$ cat config.mk
export PLATFORM = sky130hd
export DESIGN_NAME = eq_gain_sequencer
export DESIGN_NICKNAME = d
export VERILOG_FILES = /design/src/rtl/eq_pkg.sv /design/src/rtl/eq_gain_step.sv /design/src/rtl/eq_gain_sequencer.sv
export SDC_FILE = /design/constraint.sdc
export NUM_CORES = 1
export LEC_CHECK = 0
export CORE_MARGIN = 4
export CORE_UTILIZATION = 45
export DETAILED_ROUTE_END_ITERATION = 12
export PLACE_DENSITY = 0.73
export SYNTH_ARGS = -nofsm -noshare
export SYNTH_HDL_FRONTEND = slang
export SYNTH_SLANG_ARGS = --single-unit
$ cat constraint.sdc
create_clock -name i_clk -period 7.64 [get_ports i_clk]
set_clock_uncertainty 0.15 [all_clocks]
set_input_delay 1.528 -clock i_clk [delete_from_list [all_inputs] [get_ports i_clk]]
set_output_delay 1.528 -clock i_clk [all_outputs]
set_load 0.01 [all_outputs]
$ cat src/rtl/eq_pkg.sv
`default_nettype none
// ============================================================================
// Module   : eq_pkg
// Purpose  : Shared constants and types for the equalizer gain sequencer.
//            EQ_* constants are the default values of the sequencer
//            parameters.
// Contents : EQ_NBAND, EQ_GW, EQ_GAIN_MAX, EQ_GAIN_MIN, EQ_STEP,
//            gain_t, band_t, state_t
// Revision : 1.0 - initial release
// ============================================================================
package eq_pkg;

  localparam int EQ_NBAND    = 6;    // highest band index (bands 0..EQ_NBAND)
  localparam int EQ_GW       = 16;   // gain word width, signed dB
  localparam int EQ_GAIN_MAX = 12;   // target clamp upper bound (dB)
  localparam int EQ_GAIN_MIN = -12;  // target clamp lower bound (dB)
  localparam int EQ_STEP     = 1;    // ramp step per band per frame (dB)

  typedef logic signed [EQ_GW-1:0] gain_t;
  typedef logic [2:0]              band_t;

  typedef enum logic [1:0] {
    S_IDLE  = 2'd0,
    S_SCAN  = 2'd1,
    S_WRITE = 2'd2
  } state_t;

endpackage : eq_pkg
`default_nettype wire

$ cat src/rtl/eq_gain_step.sv
`default_nettype none
// ============================================================================
// Module   : eq_gain_step
// Purpose  : Combinational next-applied-gain computation step(a, t).
//            With GAIN_RAMP_EN defined the applied gain moves STEP dB toward
//            the target and never overshoots it; otherwise the target is
//            returned directly and STEP is unused.
// Macro    : GAIN_RAMP_EN (optional ramping)
// Ports    : i_app  - current applied gain (signed)
//            i_tgt  - target gain (signed)
//            o_next - next applied gain (signed)
// Revision : 1.0 - initial release
// ============================================================================
module eq_gain_step #(
  parameter int GW   = 16,
  parameter int STEP = 1
) (
  input  logic signed [GW-1:0] i_app,
  input  logic signed [GW-1:0] i_tgt,
  output logic signed [GW-1:0] o_next
);

`ifdef GAIN_RAMP_EN
  // One extra bit of headroom so a+STEP / a-STEP cannot wrap.
  logic signed [GW:0] w_app;
  logic signed [GW:0] w_tgt;
  logic signed [GW:0] w_up;
  logic signed [GW:0] w_dn;

  assign w_app = {i_app[GW-1], i_app};
  assign w_tgt = {i_tgt[GW-1], i_tgt};
  assign w_up  = w_app + (GW+1)'(STEP);
  assign w_dn  = w_app - (GW+1)'(STEP);

  always_comb begin
    o_next = i_app;
    if (w_tgt > w_app) begin
      o_next = (w_up > w_tgt) ? i_tgt : w_up[GW-1:0];
    end else if (w_tgt < w_app) begin
      o_next = (w_dn < w_tgt) ? i_tgt : w_dn[GW-1:0];
    end
  end
`else
  // Direct jump to the target; the applied value and STEP play no part.
  logic w_unused;
  assign w_unused = (^i_app) ^ (STEP != 0);

  always_comb begin
    o_next = i_tgt;
  end
`endif

endmodule : eq_gain_step
`default_nettype wire

$ cat src/rtl/eq_gain_sequencer.sv
`default_nettype none
// ============================================================================
// Module   : eq_gain_sequencer
// Purpose  : Holds per-band target and applied equalizer gains. Accepts
//            clamped gain requests at any time and, on each frame strobe,
//            walks bands 0..NBAND issuing one coefficient write for every
//            band whose applied gain differs from its target.
// Macro    : GAIN_RAMP_EN - ramp applied gains by STEP dB per frame
//            (default: jump straight to the target)
// Ports    : i_clk, i_rst          - clock, synchronous active-high reset
//            i_set_valid/band/gain - gain request (always accepted)
//            o_set_err             - pulse: request band out of range
//            i_frame               - frame strobe
//            o_coef_valid/band/gain, i_coef_ready - coefficient write port
//            o_busy                - sequencer not idle
//            o_overrun             - pulse: frame strobe dropped
// Revision : 1.0 - initial release
// ============================================================================
module eq_gain_sequencer
  import eq_pkg::*;
#(
  parameter int NBAND    = EQ_NBAND,
  parameter int GW       = EQ_GW,
  parameter int GAIN_MAX = EQ_GAIN_MAX,
  parameter int GAIN_MIN = EQ_GAIN_MIN,
  parameter int STEP     = EQ_STEP
) (
  input  logic                 i_clk,
  input  logic                 i_rst,
  input  logic                 i_set_valid,
  input  logic [2:0]           i_set_band,
  input  logic signed [GW-1:0] i_set_gain,
  output logic                 o_set_err,
  input  logic                 i_frame,
  output logic                 o_coef_valid,
  output logic [2:0]           o_coef_band,
  output logic signed [GW-1:0] o_coef_gain,
  input  logic                 i_coef_ready,
  output logic                 o_busy,
  output logic                 o_overrun
);

  localparam band_t              c_nband    = band_t'(NBAND);
  localparam logic signed [GW-1:0] c_gain_max = GW'(GAIN_MAX);
  localparam logic signed [GW-1:0] c_gain_min = GW'(GAIN_MIN);

  // --------------------------------------------------------------------------
  // State
  // --------------------------------------------------------------------------
  state_t              state_q,      state_d;
  band_t               idx_q,        idx_d;
  logic                pending_q,    pending_d;
  logic signed [GW-1:0] tgt_q [0:NBAND];
  logic signed [GW-1:0] tgt_d [0:NBAND];
  logic signed [GW-1:0] app_q [0:NBAND];
  logic signed [GW-1:0] app_d [0:NBAND];
  logic                coef_valid_q, coef_valid_d;
  band_t               coef_band_q,  coef_band_d;
  logic signed [GW-1:0] coef_gain_q, coef_gain_d;
  logic                set_err_q,    set_err_d;
  logic                overrun_q,    overrun_d;

  // --------------------------------------------------------------------------
  // Request clamp and step computation
  // --------------------------------------------------------------------------
  logic                 w_set_ok;
  logic signed [GW-1:0] w_set_clamped;
  logic signed [GW-1:0] w_cur_app;
  logic signed [GW-1:0] w_cur_tgt;
  logic signed [GW-1:0] w_step_next;

  assign w_set_ok  = i_set_valid && (i_set_band <= c_nband);
  assign w_cur_app = app_q[idx_q];
  assign w_cur_tgt = tgt_q[idx_q];

  always_comb begin
    w_set_clamped = i_set_gain;
    if (i_set_gain > c_gain_max) begin
      w_set_clamped = c_gain_max;
    end else if (i_set_gain < c_gain_min) begin
      w_set_clamped = c_gain_min;
    end
  end

  eq_gain_step #(
    .GW   (GW),
    .STEP (STEP)
  ) u_step (
    .i_app  (w_cur_app),
    .i_tgt  (w_cur_tgt),
    .o_next (w_step_next)
  );

  // --------------------------------------------------------------------------
  // Next-state logic
  // --------------------------------------------------------------------------
  always_comb begin
    state_d      = state_q;
    idx_d        = idx_q;
    pending_d    = pending_q;
    tgt_d        = tgt_q;
    app_d        = app_q;
    coef_valid_d = coef_valid_q;
    coef_band_d  = coef_band_q;
    coef_gain_d  = coef_gain_q;
    set_err_d    = 1'b0;
    overrun_d    = 1'b0;

    // The set path is independent of the FSM: a target written in the same
    // cycle as the frame strobe is visible to the scan that follows.
    if (w_set_ok) begin
      tgt_d[i_set_band] = w_set_clamped;
    end else if (i_set_valid) begin
      set_err_d = 1'b1;
    end

    // A frame arriving mid-sequence is remembered once; a second one while
    // a rescan is already queued is lost and flagged.
    if (i_frame && (state_q != S_IDLE)) begin
      if (pending_q) begin
        overrun_d = 1'b1;
      end else begin
        pending_d = 1'b1;
      end
    end

    case (state_q)
      S_IDLE: begin
        if (i_frame || pending_q) begin
          pending_d = 1'b0;
          idx_d     = '0;
          state_d   = S_SCAN;
        end
      end

      S_SCAN: begin
        if (w_cur_app != w_cur_tgt) begin
          // The write value is frozen here; a target change during the
          // write is picked up on the next frame.
          coef_valid_d = 1'b1;
          coef_band_d  = idx_q;
          coef_gain_d  = w_step_next;
          state_d      = S_WRITE;
        end else if (idx_q == c_nband) begin
          state_d = S_IDLE;
        end else begin
          idx_d = idx_q + 3'd1;
        end
      end

      S_WRITE: begin
        if (i_coef_ready) begin
          app_d[idx_q] = coef_gain_q;
          coef_valid_d = 1'b0;
          if (idx_q == c_nband) begin
            state_d = S_IDLE;
          end else begin
            idx_d   = idx_q + 3'd1;
            state_d = S_SCAN;
          end
        end
      end

      default: begin
        coef_valid_d = 1'b0;
        state_d      = S_IDLE;
      end
    endcase
  end

  // --------------------------------------------------------------------------
  // Registers
  // --------------------------------------------------------------------------
  always_ff @(posedge i_clk) begin
    if (i_rst) begin
      state_q      <= S_IDLE;
      idx_q        <= '0;
      pending_q    <= 1'b0;
      coef_valid_q <= 1'b0;
      coef_band_q  <= '0;
      coef_gain_q  <= '0;
      set_err_q    <= 1'b0;
      overrun_q    <= 1'b0;
      for (int b = 0; b <= NBAND; b++) begin
        tgt_q[b] <= '0;
        app_q[b] <= '0;
      end
    end else begin
      state_q      <= state_d;
      idx_q        <= idx_d;
      pending_q    <= pending_d;
      coef_valid_q <= coef_valid_d;
      coef_band_q  <= coef_band_d;
      coef_gain_q  <= coef_gain_d;
      set_err_q    <= set_err_d;
      overrun_q    <= overrun_d;
      tgt_q        <= tgt_d;
      app_q        <= app_d;
    end
  end

  // --------------------------------------------------------------------------
  // Outputs
  // --------------------------------------------------------------------------
  assign o_coef_valid = coef_valid_q;
  assign o_coef_band  = coef_band_q;
  assign o_coef_gain  = coef_gain_q;
  assign o_set_err    = set_err_q;
  assign o_overrun    = overrun_q;
  assign o_busy       = (state_q != S_IDLE);

endmodule : eq_gain_sequencer
`default_nettype wire

# Word level (Yosys, flattened, before mapping)
# Cells that the tools add are included.
dict set report word_totals {
  latch_bits 0
  n_memories 0
  romBits 0
  reg_bits 252
  mem_bits_rw 0
  word_cells 91
}
dict set report op_classes {
  n_mux 33
  mul 0
  shifts 0
  n_addsub 1
  eq_ne 9
  n_div 0
  bitwise 4
  reduce_logical 15
  order_cmp 7
}
# operator n
set ops {}
lappend ops {{$bwmux 112} 2}
lappend ops {{$mux 16} 8}
lappend ops {{$bmux 16 s3} 2}
lappend ops {{$demux 16 s3} 2}
lappend ops {{$gt 16x5->1 const B} 1}
lappend ops {{$lt 16x5->1 const B} 1}
lappend ops {{$ne 16x16->1} 1}
lappend ops {{$mux 3} 4}
lappend ops {{$pmux 3 s3} 1}
lappend ops {{$ge 4x4->1 const B} 2}
lappend ops {{$lt 4x1->1 const B} 2}
lappend ops {{$mux 1} 8}
lappend ops {{$mux 2} 4}
lappend ops {{$ne 2x2->1 const B} 4}
lappend ops {{$not 3->4} 2}
lappend ops {{$pmux 2 s3} 1}
lappend ops {{$reduce_and 3->1} 2}
lappend ops {{$logic_and 1x1->1} 4}
lappend ops {{$reduce_and 2->1} 2}
lappend ops {{$reduce_and 4->1} 1}
lappend ops {{$reduce_or 2->1} 2}
lappend ops {{$add 3x1->3 const B} 1}
lappend ops {{$eq 3x3->1 const B} 1}
lappend ops {{$le 3x3->1 const B} 1}
lappend ops {{9 further kinds} 10}

# Longest topological paths before layout
dict set report depth {
  ltp_word 7
  ltp_mapped 13
  ltp_nobuf 8
}

# Hierarchy
# A second synthesis with hierarchy kept.
dict set report hier_totals {
  hier_cells 1483
  hier_area_um2 11594.9
}
# mod cells_per_inst instances area_each_um2
set modules_own_cells {}
lappend modules_own_cells {eq_gain_sequencer 1467 1 11474.8}
lappend modules_own_cells {eq_gain_step 16 1 120.1}

# Least setup slack after synthesis
# No wires, ideal clock.
dict set report synth_path {
  path_kind {input-to-reg}
  start {input i_set_gain[8]}
  end {register tgt_q[101] (netlist name)}
  n_path_buf 1
  required_ns 7.420
  slack_ns 4.161
  t_arrival_ns 3.258
  setup_time_ns 0.070
  path_stages 8
  cell_sequence {nand4_1 or4_1 ha_1 clkbuf_1 nor2_1 nor2_1 nand2_1 a21oi_1}
}
dict set report synth_between {
  elab_chain_cells 4
}
# item line
set synth_rtl {}
lappend synth_rtl {{start, declared} eq_gain_sequencer.sv:32} ;# input logic signed [GW-1:0] i_set_gain,
lappend synth_rtl {{$lt 16x5->1} eq_gain_sequencer.sv:80} ;# end else if (i_set_gain < c_gain_min) begin
lappend synth_rtl {{$mux 16} eq_gain_sequencer.sv:80}
lappend synth_rtl {{$mux 16 *} eq_gain_sequencer.sv:78} ;# if (i_set_gain > c_gain_max) begin
lappend synth_rtl {{$bwmux 112 *} eq_gain_sequencer.sv:112} ;# tgt_d[i_set_band] = w_set_clamped;
lappend synth_rtl {{end signal, assigned} eq_gain_sequencer.sv:197} ;# tgt_q <= tgt_d;
lappend synth_rtl {{end, declared} eq_gain_sequencer.sv:53} ;# logic signed [GW-1:0] tgt_q [0:NBAND];
# Mark *: on every way between the ends. The rest lies on a longest branch, timed or not.
# A chain may end at the register's enable or synchronous reset.

# Worst setup path after layout
dict set report layout_path {
  start {register idx_q[0]}
  end {register coef_gain_q[8], in the netlist o_coef_gain[8]}
}
dict set report layout_between {
  elab_chain_cells 6
}
# item line
set layout_rtl {}
lappend layout_rtl {{start, declared} eq_gain_sequencer.sv:51} ;# band_t idx_q, idx_d;
lappend layout_rtl {{start signal, assigned} eq_gain_sequencer.sv:190} ;# idx_q <= idx_d;
lappend layout_rtl {{$not 3->4 (implied by the code) *} {eq_gain_sequencer.sv:73, eq_gain_sequencer.sv:74}}
lappend layout_rtl {{$bmux 16 s3, on equally long branches} {eq_gain_sequencer.sv:73, eq_gain_sequencer.sv:74}}
lappend layout_rtl {{$mux 16, on equally long branches (2 in series)} {eq_gain_sequencer.sv:73, eq_gain_sequencer.sv:74}}
lappend layout_rtl {{$ne 16x16->1} eq_gain_sequencer.sv:137} ;# if (w_cur_app != w_cur_tgt) begin
lappend layout_rtl {{$reduce_and 2->1 (no line)} --}
lappend layout_rtl {{end signal, assigned} eq_gain_sequencer.sv:194} ;# coef_gain_q <= coef_gain_d;
lappend layout_rtl {{end, declared} eq_gain_sequencer.sv:59} ;# logic signed [GW-1:0] coef_gain_q, coef_gain_d;
# Mark *: on every way between the ends. The rest lies on a longest branch, timed or not. The select of a mux whose other input is x is not followed.

==> results.cfg <==
[placed_design]
place_area_mm2 = 0.0117
hpwl_mm = 19.1
io_buffers = 46
gp_congestion = 0.822

[final_layout]
antenna_cells_inserted = 0
final_nets = 1442
multi_input_area_mm2 = 0.00558
layout-drive-gt1-share = 0.0505
final_cell_area_mm2 = 0.0125
area_growth_pct = 11.1
ff_latch_area_mm2 = 0.00505
fill_cells = 2325

[pwr]
internal-power_mw = 2.29
p_switching_mw = 0.897
power_density_mw_per_mm2 = 255
p_leak_nw = 3.81
combPwrFrac = 0.148
p_sw_frac = 0.281
total_power_mw = 3.19
max-vdd-ir-drop_mv = 0.166
clkPwrFrac = 0.385
seqPwrFrac = 0.467

[run]
max_cap_viol_count = 0

[floorplanning]
initial_core_util = 0.460
rows = 57
die_y_um = 166
ios = 47
floorplan.die_area_mm2 = 0.0276
die_width_um = 166
core_mm2 = 0.0245

[route]
route.detailed.drc = 0
postRouteAntennaNets = 0
wl_per_cell_um = 17.5
vias = 9821
first_iter_violations = 980
wirelength_mm = 30.6
dr.pass1.iters = 8
vias_per_cell = 5.61

[run_status]
status = finished, final reports clean

[global_route]
grt_usage = 0.213
grt_pass1_vias = 9190
grt_pass1_wl_mm = 49.2
antenna_found_initial = 0
grt_max_degree = 99
overflow = 0

[synthesis]
postSynthCellCount = 1438
synth_cell_types = 41
yosysTopAreaCellShare = 0.448
synth_nets = 1469
syn_area_per_cell_um2 = 7.83
yosysSeqAreaShare = 0.448
yosysWarnings = 0
yosysTopAreaCell = dfxtp_1
async_reset_ff_frac = 0
yosysMostFrequentCell = nand2_1
synth_edf_count = 0
synth_common_cells = nand2_1, dfxtp_1, a21oi_1, nor2_1, mux2i_1
synth-seq-cells = 252
synth_area_leaders = dfxtp_1, nand2_1, a21oi_1
synth_flop_cell = dfxtp_1
netlist_area_mm2 = 0.0113

[cts]
cts_root_buffer = clkbuf_16
cts_tree = built
cts.repair.resized = 0
numCtsBuffers = 26
postCtsHoldBufs = 0
htree_levels = 1
insertion_delay_ns = 0.54
cts_setup_buffers = 0
clock_path_buffers = 3
path_clk_slew_ns = 0.06
clkSinkCount = 252

[sta]
finalMaxSlewViolations = 0
max_freq_mhz = 227
max-slew-margin-rel = 0.261
setup-tns-final_ns = 0
hold_violations = 0
setup_viol = 0
period_minus_slack_ns = 4.40
fin_crit_sh = 0.577
rsz0062_at_grt = false
worstMarginPinSlew_ns = 1.09

[worst_setup_path]
reg2reg_to = o_coef_gain[8]$_SDFFE_PP0P_
critPathRequiredTime_ns = 7.92
crit_arrival_ns = 4.69
cp-end-kind = flip-flop
critPathKind = reg -> reg
crit_fanout = 62
r2r_start = idx_q[0]$_SDFFE_PP0P_
cp-start-kind = flip-flop
r2r_setup_slack_ns = 3.24
r2r_cells = 9

[hold_path]
hold_class = reg -> reg
hold_depth = 2
holdPathEnd = o_overrun$_SDFF_PP0_
holdCritStartpoint = pending_q$_SDFF_PP0_
==> area by class of cell <==
type                       instances  area share
clock buffer                      42      0.0625
clock inverter                     1     0.00240
inverter                           6     0.00180
multi-input combinational       1056       0.446
sequential                       252       0.404
tap                              324      0.0324
timing repair buffer              69      0.0507
==> per-layer routing <==
| layer | track usage | wire length, um | vias up |
|---|---|---|---|
| li1 | - | - | 4787 |
| met1 | 0.287 | 13300 | 4646 |
| met2 | 0.357 | 14700 | 326 |
| met3 | 0.0286 | 1980 | 62 |
| met4 | 0.0624 | 648 | 0 |
| met5 | 0 | 0 | - |
==> power by group through the flow <==
| stage | logic [mW] | clock network [mW] | registers [mW] |
|---|---|---|---|
| global route | 0.504 | 1.29 | 1.50 |
| finish | 0.472 | 1.23 | 1.49 |
| CTS | 0.469 | 1.24 | 1.49 |
| global placement | 0.456 | 0 | 1.51 |
| floorplan | 0.429 | 0 | 1.42 |
| detailed placement | 0.468 | 0 | 1.51 |
==> cells in the final DEF, fill, tap and decap left out, types with 9 or more instances in the layout <==
cell | Yosys | routed
clkbuf_16 | 0 | 27
clkbuf_1 | 73 | 10
a311oi_1 | 17 | 17
a21oi_1 | 231 | 231
nand3b_1 | 17 | 17
o21ai_0 | 16 | 16
xnor2_1 | 16 | 16
buf_4 | 19 | 23
nand3_1 | 9 | 9
dfxtp_1 | 252 | 250
nand2_1 | 424 | 424
a211oi_1 | 27 | 27
clkdlybuf4s50_1 | 0 | 45
mux2i_1 | 96 | 96
nor2_1 | 101 | 100
o22ai_1 | 32 | 32
==> metrics by stage <==
stage | setup WS (ns) | instances | utilization | hold slack, ns
after floorplan | 4.16 | 1438 | - | 0.265
after CTS | 3.27 | 1750 | 0.511 | 0.289
after detailed placement | 3.29 | 1707 | 0.478 | 0.277
after global placement | 3.37 | 1707 | 0.478 | 0.270
final | 3.24 | 1750 | 0.511 | 0.289
after global routing | 3.02 | 1750 | 0.511 | 0.309
==> worst max-delay path, cell delays in order, from the launching register on <==
cell      delay [ns]
dfxtp_4         1.00
buf_4           0.62
mux2i_1         0.31
o22ai_1         0.12
a311oi_1        0.48
xnor2_1         0.20
nand4_2         0.17
o41a_1          0.67
buf_4           0.30
a211oi_1        0.26
==> sequential cells by signal, indices dropped and copies added (netlist names) <==
register / count
tgt_q: 112
idx_q: 3
o_overrun: 1
o_set_err: 1
app_q: 112
o_coef_gain: 16
pending_q: 1
o_coef_valid: 1
o_coef_band: 3
state_q: 2
==> cell families after synthesis <==
family,synth area share
fa+ha+maj,0.00778
flops,0.448
buf+inv,0.0569
mux,0.0864
compound gates,0.172
simple gates,0.217
xor+xnor,0.0124
==> worst max-delay path by stage <==
stage,cells after the start,slack (ns),endpoint,startpoint
2_1_floorplan,8,4.16,tgt_q[101]$_SDFFE_PP0P_,i_set_gain[8]
3_3_place_gp,10,3.37,o_coef_gain[2]$_SDFFE_PP0P_,idx_q[0]$_SDFFE_PP0P_
3_5_place_dp,9,3.29,o_coef_gain[10]$_SDFFE_PP0P_,idx_q[0]$_SDFFE_PP0P_
4_1_cts,9,3.27,o_coef_gain[8]$_SDFFE_PP0P_,idx_q[0]$_SDFFE_PP0P_
5_1_grt,9,3.02,o_coef_gain[8]$_SDFFE_PP0P_,idx_q[0]$_SDFFE_PP0P_
6_report,9,3.24,o_coef_gain[8]$_SDFFE_PP0P_,idx_q[0]$_SDFFE_PP0P_
No activity file was read; power rests on OpenSTA's default activity.
